File: config.mk
export PLATFORM = sky130hd
export DESIGN_NAME = control_unit
export DESIGN_NICKNAME = d
export VERILOG_FILES = /design/src/rtl/control_unit.sv
export SDC_FILE = /design/constraint.sdc
export NUM_CORES = 1
export LEC_CHECK = 0
export BUFFER_PORTS_ARGS = -buffer_cell sky130_fd_sc_hd__buf_4
export CORE_MARGIN = 2
export CORE_UTILIZATION = 36
export DETAILED_ROUTE_END_ITERATION = 10
export GPL_TIMING_DRIVEN = 0
export PLACE_DENSITY = 0.84
export SLEW_MARGIN = 10
export SYNTH_ARGS = -nofsm -noshare
export SYNTH_HDL_FRONTEND = slang
export SYNTH_SLANG_ARGS = --single-unit
File: constraint.sdc
create_clock -name clk -period 4.2 [get_ports clk]
set_clock_uncertainty 0.15 [all_clocks]
set_input_delay 0.84 -clock clk [delete_from_list [all_inputs] [get_ports clk]]
set_output_delay 0.84 -clock clk [all_outputs]
set_load 0.05 [all_outputs]
File: src/rtl/control_unit.sv
// Hardwired fetch/decode/execute sequencer for the single-bus datapath.
// Drives the per-step control strobes (bus drivers, register loads, ALU op
// select) from the current step and the IR fields.
//
// state  | meaning
// IDLE   | waiting for run; every strobe low
// T0     | PC onto bus, load MAR, increment PC into Z
// T1     | Z onto bus into PC, memory read into MDR; held while !mem_ready
// T2     | MDR onto bus into IR
// T3     | decode: ALU ops drive Rb into Y; HALT and NOPs drive nothing
// T4     | Rc onto bus, ALU op strobe, result into Z
// T5     | Z onto bus, write Ra
// HALT   | halted high, all strobes low; only rst_n leaves
module control_unit (
   input  logic        clk,
   input  logic        rst_n,
   input  logic        run,
   input  logic        mem_ready,
   input  logic [31:0] ir,
   output logic        PCout,
   output logic        Zlowout,
   output logic        MDRout,
   output logic        MARin,
   output logic        Zin,
   output logic        PCin,
   output logic        MDRin,
   output logic        IRin,
   output logic        Yin,
   output logic        IncPC,
   output logic        Read,
   output logic        ADD,
   output logic        SUB,
   output logic        AND,
   output logic        OR,
   output logic [15:0] Rout,
   output logic [15:0] Rin,
   output logic        halted
);

   typedef enum logic [2:0] {
      S_IDLE,
      S_T0,
      S_T1,
      S_T2,
      S_T3,
      S_T4,
      S_T5,
      S_HALT
   } state_t;

   localparam logic [4:0] OP_ADD  = 5'b00011;
   localparam logic [4:0] OP_SUB  = 5'b00100;
   localparam logic [4:0] OP_AND  = 5'b01001;
   localparam logic [4:0] OP_OR   = 5'b01010;
   localparam logic [4:0] OP_HALT = 5'b11011;

   state_t     state;
   state_t     state_nxt;
   logic [4:0] opcode;
   logic [3:0] ra;
   logic [3:0] rb;
   logic [3:0] rc;
   logic       is_alu;
   logic       ir_unused;

   assign opcode    = ir[31:27];
   assign ra        = ir[26:23];
   assign rb        = ir[22:19];
   assign rc        = ir[18:15];
   assign is_alu    = (opcode == OP_ADD) || (opcode == OP_SUB) ||
                      (opcode == OP_AND) || (opcode == OP_OR);
   assign ir_unused = ^ir[14:0];

   // Step register; reset lands in IDLE immediately, independent of clk.
   always_ff @(posedge clk or negedge rst_n) begin
      if (!rst_n) begin
         state <= S_IDLE;
      end else begin
         state <= state_nxt;
      end
   end

   // Next-step selection and Moore strobe decode of step plus IR fields.
   always_comb begin
      state_nxt = state;
      PCout     = 1'b0;
      Zlowout   = 1'b0;
      MDRout    = 1'b0;
      MARin     = 1'b0;
      Zin       = 1'b0;
      PCin      = 1'b0;
      MDRin     = 1'b0;
      IRin      = 1'b0;
      Yin       = 1'b0;
      IncPC     = 1'b0;
      Read      = 1'b0;
      ADD       = 1'b0;
      SUB       = 1'b0;
      AND       = 1'b0;
      OR        = 1'b0;
      Rout      = 16'h0000;
      Rin       = 16'h0000;
      halted    = 1'b0;
      case (state)
         S_IDLE: begin
            if (run) state_nxt = S_T0;
         end
         S_T0: begin
            PCout     = 1'b1;
            MARin     = 1'b1;
            IncPC     = 1'b1;
            Zin       = 1'b1;
            state_nxt = S_T1;
         end
         S_T1: begin
            Zlowout = 1'b1;
            PCin    = 1'b1;
            Read    = 1'b1;
            MDRin   = 1'b1;
            if (mem_ready) state_nxt = S_T2;
         end
         S_T2: begin
            MDRout    = 1'b1;
            IRin      = 1'b1;
            state_nxt = S_T3;
         end
         S_T3: begin
            if (is_alu) begin
               Rout[rb]  = 1'b1;
               Yin       = 1'b1;
               state_nxt = S_T4;
            end else if (opcode == OP_HALT) begin
               state_nxt = S_HALT;
            end else begin
               state_nxt = run ? S_T0 : S_IDLE;
            end
         end
         S_T4: begin
            Rout[rc]  = 1'b1;
            Zin       = 1'b1;
            ADD       = (opcode == OP_ADD);
            SUB       = (opcode == OP_SUB);
            AND       = (opcode == OP_AND);
            OR        = (opcode == OP_OR);
            state_nxt = S_T5;
         end
         S_T5: begin
            Zlowout   = 1'b1;
            Rin[ra]   = 1'b1;
            state_nxt = run ? S_T0 : S_IDLE;
         end
         S_HALT: begin
            halted = 1'b1;
         end
         default: begin
            state_nxt = S_IDLE;
         end
      endcase
   end

endmodule

* Yosys cells after proc, flatten, opt, wreduce, memory -nomap -nowiden
Index checks and enable logic that the tools add are counted.
Word-level totals: bits in registers 3, bits of input ports 36, output and inout bits 48, logic and storage cells 59
Cells by class: order comparisons 6, equal/unequal tests 14, muxes and demuxes 27, reduce and logical (&&, ||, !) cells 11
Operators with widths (count):
- 16-bit 2-to-1 mux | 2
- 16-bit one-hot mux with 2 select lines | 1
- 3-bit one-hot mux with 7 select lines | 1
- 1-bit 2-to-1 mux | 16
- 4-bit by 5-bit less-than comparator with 1-bit output (second input constant) | 3
- 1-bit demux with 4-bit select | 3
- 3-bit equality test (second input constant) | 4
- 4-bit by 1-bit greater-or-equal comparator with 1-bit output (second input constant) | 3
- 3-bit 2-to-1 mux | 4
- 5-bit by 4-bit equality test with 1-bit output (second input constant) | 2
- 7-bit nonzero test | 1
- 3-bit by 2-bit equality test with 1-bit output (second input constant) | 2
- 5-bit by 2-bit equality test with 1-bit output (second input constant) | 1
- 5-bit by 3-bit equality test with 1-bit output (second input constant) | 1
- 5-bit equality test (second input constant) | 1
- 2-bit != test (second input constant) | 2
- 2-bit OR reduction | 2
- 3-bit by 1-bit equality test with 1-bit output (second input constant) | 1
- 1-bit logical AND | 3
- 3-bit zero test | 1
- 1-bit logical OR | 3
- 3-bit AND reduction | 1

* Logic depth before layout (Yosys ltp)
Gate-level depths: netlist of the first run.
word-level depth 6, gate-level depth with buffers 6, mapped depth without buffers 4

* Least setup slack after synthesis of the first run
OpenSTA, ideal clock, no wires.
path type in2out, from input ir[28], to output Rout[5], arrival 2529 ps, required time 3210 ps, slack 681 ps, stages 4, path buffers 0, cell sequence or4b_1 > o311ai_2 > nand3b_1 > o22ai_1
Between the ends: cells in the longest elaborated chain, start to end 6, elaborated cells between the ends (all ways) 9, those cells by class eq/ne: 4; mux: 2; reduce/logical: 3
RTL lines:
- start: declaration | line 19 | input logic [31:0] ir,
- 5-bit by 2-bit equality test with 1-bit output / 5-bit by 3-bit equality test with 1-bit output (equally long branches) | line 70 | assign is_alu = (opcode == OP_ADD) || (opcode == OP_SUB) ||
- 1-bit logical OR (2 in a row) | line 70
- 1-bit logical OR * | line 71 | (opcode == OP_AND) || (opcode == OP_OR);
- 16-bit 2-to-1 mux * | line 128 | if (is_alu) begin
- 16-bit one-hot mux with 2 select lines * | line 104 | case (state)
- end: declaration | line 35 | output logic [15:0] Rout,
Mark *: on every way between the ends. The rest lies on a longest branch, timed or not.

* Final worst setup path of the first run
from input ir[28], to output Rout[13]
Same word-level chain as after synthesis.

==> impl_metrics.toml, run 1 <==
[status]
outcome = "complete, no violations"

[min_path]
hp-class = "in -> async"

[route]
wl_met2_microns = 1350
drt_iter0_markers = 21
met1_length_microns = 1010
wl_microns = 2560
final_antenna_net_count = 0
routedWlPerCell_microns = 11.9
routed.top_layer = "met4"
drcViolationCount = 0
avgViaCountPerCell = 5.21
wl_met3_microns = 174
first_pass_iters = 4
via_count = 1116

[yosys]
synthAdderAreaFrac_pct = 0
synth_simple_gate_area_share_pct = 53.3
synth.avg_cell_area_sq_um = 6.22
synth_cells = 115
syn_area_sq_um = 716
synth_top_family_by_area = "simple AND/OR/NAND/NOR gates"
yosys-top-cells-area = "o22ai_1 (14%), nor2_1 (11%), dfrtp_1 (10%)"
synth_compound_area_share_pct = 22.9
ys_types = 34
muxShareOfSynthArea_pct = 0
synth_top_area_cell = "o22ai_1"
synth-seq-cells = 3
synth_xor_area_share_pct = 1.22
yosysSeqAreaShare_pct = 10.5
synth_top_area_share_pct = 14.0
syn-num-nets = 151
ys_warn_count = 0

[setup_path]
crit_chain = "buf_4 > or4b_1 > o311ai_2 > nand3_1 > o22ai_1 > buf_4"
worst-path-max-fanout = 6
max_stage_delay_ns = 0.56
crit_slowest_cell = "or4b_1"
r2r-start = "state[2]"
critPathBufInv = 2
cp.required_ns = 3.21
worst_r2r_path_depth = 4
path_common_cell = "buf_4"
r2r-end = "state[2]"
r2r_slack_ns = 2.81
critPathKind = "in -> out"
cpLargestDelayFamily = "simple AND/OR/NAND/NOR gates"
startpoint_type = "input port"
crit_arrival_ns = 2.36
end_kind = "output port"

[finish]
antenna_cells = 0
areaGrowthSynthToFinish_pct = 79.7
largest_reg_flops = 3
drive_gt1_share_pct = 45.5
final_cells = 214
num-fill-cells = 196
reg.largest.list = "state (3)"
regMostFlops = "state"
layout.nets = 224

[pwr]
worst_ir_drop_vdd_mv = 0.479
powerDensity_mw_per_mm2 = 475
p_total_mw = 0.611
leakagePower_nw = 0.620

[global_routing]
grt_max_degree = 11
antenna_found_initial = 0
overflow = 0
grt_pass1_wl_microns = 4220
grt.total_usage_pct = 21.9
grt_pass1_vias = 1020

[timing]
slew_viol_final = 0
rsz0062_at_grt = "false"
fmax_ghz = 0.298
setup_viol = 0
min_period_ns = 3.35
post-route-period-util_pct = 79.9
setup-tns-final_ns = 0
finalHoldViolCount = 0
tightest_slew_ns = 0.473
slew_headroom_pct = 68.4

[placement]
placed_cells = 210
dp_hpwl_microns = 2160
place.gp.congestion = 0.855
io_buffers = 68

[clock_network]
cts_resized = 0
cts.sinks = 3
cts_tree = "built"
insertion_delay_ns = 0.23
h-tree-depth = 1
clkTransAtPathRegs_ns = 0.04
cts_hold_buf = 0
root_buffer = "clkbuf_4"
cts_buffer_depth = 2
numCtsBuffers = 3
cts_setup_buffers = 0

[die]
coreArea_sq_mm = 0.00192
num_rows = 16
start_util_pct = 37.2
die_width_microns = 48.6
fp.dieH_microns = 48.6
io_pins = 84
fp.dieArea_sq_mm = 0.00236

[job]
cap_violations = 0
[logic make-up after synthesis]
kind of cell / Yosys count
and+or+nand+nor: 70
xor gates and xnor gates: 1
buffers and inverters: 15
AOI/OAI and AO/OA: 26
DFF: 3
[layer usage]
| metal | GRT usage (%) | up-vias |
|---|---|---|
| li1 | - | 559 |
| met1 | 23.0 | 507 |
| met2 | 41.4 | 48 |
| met3 | 5.56 | 2 |
| met4 | 8.10 | 0 |
| met5 | 0 | - |
[how the worst max path moves through the flow]
stage / from / end / slack, ns / cells after the start
final: ir[28] / Rout[13] / 0.85 / 6
after detailed placement: ir[28] / Rout[13] / 0.83 / 6
after CTS: ir[28] / Rout[13] / 0.83 / 6
after global placement: ir[28] / Rout[1] / 0.90 / 6
after global routing: ir[28] / Rout[3] / 0.74 / 6
after floorplan: ir[28] / Rout[5] / 0.68 / 4
[report_power, final]
| part | switching [mW] | internal [mW] | total (mW) |
|---|---|---|---|
| clock network | 0.0137 | 0.0355 | 0.0492 |
| registers | 0.00568 | 0.0436 | 0.0493 |
| logic | 0.342 | 0.171 | 0.513 |
[stage by stage]
stage	cell area (sq um)	setup WS, ns	util [%]	hold WS, ns
finish	1290	0.846	66.9	0.242
CTS	1290	0.831	66.9	0.233
global placement	1260	0.897	65.6	0.467
floorplan	716	0.681	-	0.394
detailed placement	1260	0.835	65.6	0.480
global route	1290	0.740	66.9	0.237
[synthesized netlist by cell type, drive strengths merged]
cell type	count
a211oi	1
a21oi	4
and2	1
and2b	1
and3	1
buf	9
clkbuf	1
dfrtp	3
inv	5
nand2	11
nand2b	5
nand3	4
nand3b	3
nand4	3
nand4b	2
nor2	21
nor2b	1
nor3	6
nor3b	2
nor4	1
o21ai	4
o22ai	16
o311ai	1
or2	1
or2b	1
or3	3
or4b	2
or4bb	1
xnor2	1
[final cells by class]
cell class | instances | area, sq um | area share (%)
Timing Repair Buffer | 68 | 510 | 39.7
Inverter | 5 | 18.8 | 1.46
Clock buffer | 4 | 26.3 | 2.04
Buffer | 10 | 67.6 | 5.25
Multi-Input combinational cell | 97 | 554 | 43.1
Tap cell | 27 | 33.8 | 2.63
Sequential cell | 3 | 75.1 | 5.84
[layout by cell type, fill, tap and decap left out, drive strengths merged]
cell / instances
nor3b: 2
nand3b: 3
or4b: 2
or2: 1
nand4b: 2
inv: 5
o21ai: 4
and3: 1
xnor2: 1
or4bb: 1
and2: 1
nor3: 6
nand4: 3
clkbuf: 5
nor2: 21
or2b: 1
o22ai: 16
a21oi: 4
nor4: 1
and2b: 1
nand3: 4
nand2: 11
o311ai: 1
a211oi: 1
nor2b: 1
nand2b: 5
or3: 3
buf: 77
dfrtp: 3
(Power assumes the default switching activity.)
==> run 2, diff against run 1 <==
- CORE_UTILIZATION: 36 -> 30
- PLACE_DENSITY: 0.84 -> 0.75
- clock period: 4.2 -> 2.95 ns (I/O delays scaled with it)
==> run 2 against run 1 <==
  * Via count up 0.54%
  * Largest power group unchanged
  * Cell count up 0.93%
  * Worst setup slack worse by 0.76 ns
  * Final area up 5.1%
  * Total power up 45%
  * First-iteration DRC count down 24%
  * Worst hold slack better by 0.24 ns
  * Die area up 18%
  * Utilization down 6.4 points
  * Critical path depth unchanged
  * Clock power up 44%
==> impl_metrics.toml, run 2 (synthesized netlist as in run 1, its figures left out) <==
[status]
outcome = "complete, no violations"

[pwr]
worst_ir_drop_vdd_mv = 0.634
leakagePower_nw = 0.637
powerDensity_mw_per_mm2 = 655
p_total_mw = 0.885

[finish]
final_cell_area_sq_mm = 0.00135
num-fill-cells = 225
largest_reg_flops = 3
areaGrowthSynthToFinish_pct = 88.8
antenna_cells = 0
regMostFlops = "state"
final_common_cell = "buf_4"
layout_common_cells = "buf_4 (72), nor2_1 (21), o22ai_1 (13)"
layout.nets = 225
reg.largest.list = "state (3)"
drive_gt1_share_pct = 48.9

[timing]
fmax_ghz = 0.349
min_period_ns = 2.86
finalHoldViolCount = 0
post-route-period-util_pct = 97.1
setup-tns-final_ns = 0
tightest_slew_ns = 0.432
slew_viol_final = 0
rsz0062_at_grt = "false"
setup_viol = 0
slew_headroom_pct = 71.2

[route]
routedWlPerCell_microns = 12.8
avgViaCountPerCell = 5.19
final_antenna_net_count = 0
drcViolationCount = 0
wl_microns = 2770
via_count = 1122
first_pass_iters = 4
drt_iter0_markers = 16

[global_routing]
grt.total_usage_pct = 20.0
grt_max_degree = 11
grt_pass1_wl_microns = 4330
overflow = 0
antenna_found_initial = 0
grt_pass1_vias = 1074

[placement]
place.gp.congestion = 0.817
io_buffers = 68
placed_area_sq_mm = 0.00129
dp_hpwl_microns = 2330

[setup_path]
worst-path-max-fanout = 6
cp.required_ns = 2.21
startpoint_type = "input port"
critPathKind = "in -> out"
end_kind = "output port"
crit_arrival_ns = 2.12

[die]
fp.dieArea_sq_mm = 0.00279
coreArea_sq_mm = 0.00223
num_rows = 17
io_pins = 84
start_util_pct = 32.0
die_width_microns = 52.8
fp.dieH_microns = 52.8

[clock_network]
root_buffer = "clkbuf_4"
insertion_delay_ns = 0.23
numCtsBuffers = 3
h-tree-depth = 1
cts.sinks = 3
cts_tree = "built"
clkTransAtPathRegs_ns = 0.03
cts_buffer_depth = 2

[min_path]
hp-class = "in -> reg"

[job]
cap_violations = 0
-- run 2: final timing paths --
kind                       startpoint       end  slack, ns  cells past startpoint
setup / recovery               ir[28]  Rout[14]       0.09                      6
hold / removal                    run  state[0]       0.48                      3
setup reg to reg             state[2]  state[1]       1.52                      4
hold reg to reg              state[1]  state[1]       0.50                      2
max in group asynchronous       rst_n  state[0]       2.02                      2
min in group asynchronous       rst_n  state[2]       0.54                      2
-- run 2: final cells by class --
cell class	count	area [sq um]	area share, %
Timing Repair Buffer	69	524	38.8
Tap cell	28	35.0	2.59
Buffer	10	67.6	5.00
Sequential cell	3	75.1	5.56
Clock buffer	4	26.3	1.94
Multi-Input combinational cell	97	604	44.7
Inverter	5	18.8	1.39
-- run 2: worst max-delay path, cell delays in order --
cell and delay (ns):
buf_4 0.13, or4b_1 0.59, o311ai_4 0.13, nand3b_1 0.24, o22ai_1 0.22, buf_4 0.23
-- run 2: power by group --
part	total (mW)	internal [mW]	leakage (nW)	switching (mW)
Clock	0.0707	0.0506	0.0150	0.0201
Combinational	0.745	0.248	0.584	0.497
Sequential	0.0696	0.0621	0.0379	0.00748
Total	0.885	0.361	0.637	0.525
-- run 2: repair_timing --
item,in CTS,in global routing
buffers inserted,0,0
resized for setup,0,3
endpoints found under the setup margin,0,2
hold endpoints to repair,3,0
hold buffers,1,0
-- run 2: metal layers --
| layer | part of all wire [%] | wire, microns | track usage (%) |
|---|---|---|---|
| met4 | 0 | 0 | 5.56 |
| met3 | 6.8 | 188 | 4.29 |
| met2 | 55 | 1520 | 39.4 |
| met1 | 38 | 1060 | 20.8 |
| met5 | 0 | 0 | 0 |
-- run 2: stage by stage --
| step | cells | hold WS, ns | utilization [%] | setup WS (ns) |
|---|---|---|---|---|
| 2_1_floorplan | 115 | 0.144 | - | -0.0694 |
| 3_3_place_gp | 211 | 0.229 | 58.0 | 0.120 |
| 3_5_place_dp | 211 | 0.230 | 58.0 | 0.0616 |
| 4_1_cts | 216 | 0.480 | 59.6 | 0.0675 |
| 5_1_grt | 216 | 0.498 | 60.5 | 0.0266 |
| 6_report | 216 | 0.482 | 60.5 | 0.0854 |
==> run 3, diff against run 2 <==
- CORE_ASPECT_RATIO: unset -> 0.6
==> run 3 against run 2 <==
  * Critical path depth stayed put
  * Sequential power about the same
  * Count of clock-buffer cells in the layout is the same
  * Critical path type unchanged
  * Critical endpoint is now Rout[3]
==> impl_metrics.toml, run 3 (synthesized netlist as in run 1, its figures left out) <==
[die]
num_rows = 13
start_util_pct = 32.4
io_pins = 84
fp.dieArea_sq_mm = 0.00281
die_width_microns = 67.1
coreArea_sq_mm = 0.00221
fp.dieH_microns = 41.8

[finish]
final_cells = 218
layout_common_cells = "buf_4 (74), nor2_1 (21), o22ai_1 (13)"
layout.nets = 225
areaGrowthSynthToFinish_pct = 90.9
utilization_pct = 61.8
final_common_cell = "buf_4"
num-fill-cells = 202
drive_gt1_share_pct = 49.5
seqCellArea_sq_um = 75.1
largest_reg_flops = 3
regMostFlops = "state"
reg.largest.list = "state (3)"
antenna_cells = 0
multi_input_area_sq_um = 604

[setup_path]
crit_slowest_cell = "or4b_1"
critPathBufInv = 2
crit_arrival_ns = 2.15
startpoint_type = "input port"
end_kind = "output port"
max_stage_delay_ns = 0.60
crit_chain = "buf_4 > or4b_1 > o311ai_4 > nand3b_1 > o22ai_1 > buf_4"
cp.required_ns = 2.21
cpLargestDelayFamily = "simple AND/OR/NAND/NOR gates"
path_common_cell = "buf_4"
critPathKind = "in -> out"
worst-path-max-fanout = 6

[status]
outcome = "complete, no violations"

[clock_network]
cts.sinks = 3
numCtsBuffers = 3
insertion_delay_ns = 0.22
cts_tree = "built"
root_buffer = "clkbuf_8"
clkTransAtPathRegs_ns = 0.03
h-tree-depth = 1
cts_buffer_depth = 2

[placement]
dp_hpwl_microns = 2420
placed_cells = 213
io_buffers = 68
place.gp.congestion = 0.911

[timing]
finalHoldViolCount = 0
slew_viol_final = 0
post-route-period-util_pct = 97.9
setup-tns-final_ns = 0
tightest_slew_ns = 0.420
slew_headroom_pct = 72.0
hold_ws_ns = 0.00707
fmax_ghz = 0.346
min_period_ns = 2.89
setup_viol = 0

[job]
cap_violations = 0

[pwr]
leakagePower_nw = 0.644
powerDensity_mw_per_mm2 = 690
worst_ir_drop_vdd_mv = 0.574

[route]
drt_iter0_markers = 96
first_pass_iters = 4
routedWlPerCell_microns = 13.9
via_count = 1166
drcViolationCount = 0
final_antenna_net_count = 0
avgViaCountPerCell = 5.35
wl_microns = 3030

[min_path]
hp-class = "in -> async"

[global_routing]
grt_max_degree = 11
grt_pass1_wl_microns = 4510
grt.total_usage_pct = 20.5
overflow = 0
antenna_found_initial = 0
grt_pass1_vias = 944
==> run 3: changes by cell type in the layout (fill, tap and decap cells not counted), sizes merged <==
| cell | previous run | this run |
|---|---|---|
| buf | 77 | 78 |
| dlygate4sd3 | 1 | 0 |
==> run 3: path summary, 6_finish.rpt <==
check	from	end	slack [ns]	depth (start not counted)
max reg2reg	state[0]	state[1]	1.50	5
min	rst_n	state[0]	0.007	1
min in group clk	run	state[0]	0.50	3
max in group asynchronous	rst_n	state[2]	2.55	1
max	ir[28]	Rout[3]	0.06	6
min reg2reg	state[1]	state[1]	0.51	2
==> run 3: cell type report <==
cell class | instances | share of cell area [%]
inverters | 5 | 1.37
clock buffers | 4 | 3.30
flip-flops and latches | 3 | 5.49
repair buffers | 69 | 37.9
multi-input cells | 97 | 44.2
plain buffers | 10 | 4.95
well taps | 30 | 2.75
==> run 3: per-layer routing <==
| metal | GRT usage, % | wire, microns | vias up |
|---|---|---|---|
| met5 | 0 | 0 | - |
| met4 | 4.90 | 19 | 0 |
| met3 | 3.52 | 219 | 6 |
| met2 | 29.5 | 1420 | 55 |
| met1 | 31.1 | 1380 | 545 |
| li1 | - | - | 560 |
==> run 3: power breakdown <==
group,internal (mW),switching (mW),leakage (nW)
Sequential,0.0622,0.00762,0.0379
Combinational,0.247,0.506,0.583
Clock,0.0922,0.0277,0.0228
==> run 3: through the flow <==
step	setup WS [ns]	instance area, sq um	total power [mW]
after floorplan	-0.0694	749	0.610
after global placement	0.0867	1300	0.803
after detailed placement	0.0282	1300	0.815
after CTS	0.0262	1340	0.938
after global routing	-0.0118	1370	0.992
final	0.0616	1370	0.943
==> run 3: timing repair <==
item,CTS,global route
setup endpoints to repair,0,8
buffers inserted,0,1
hold buffers,0,0
gates resized for setup,0,2
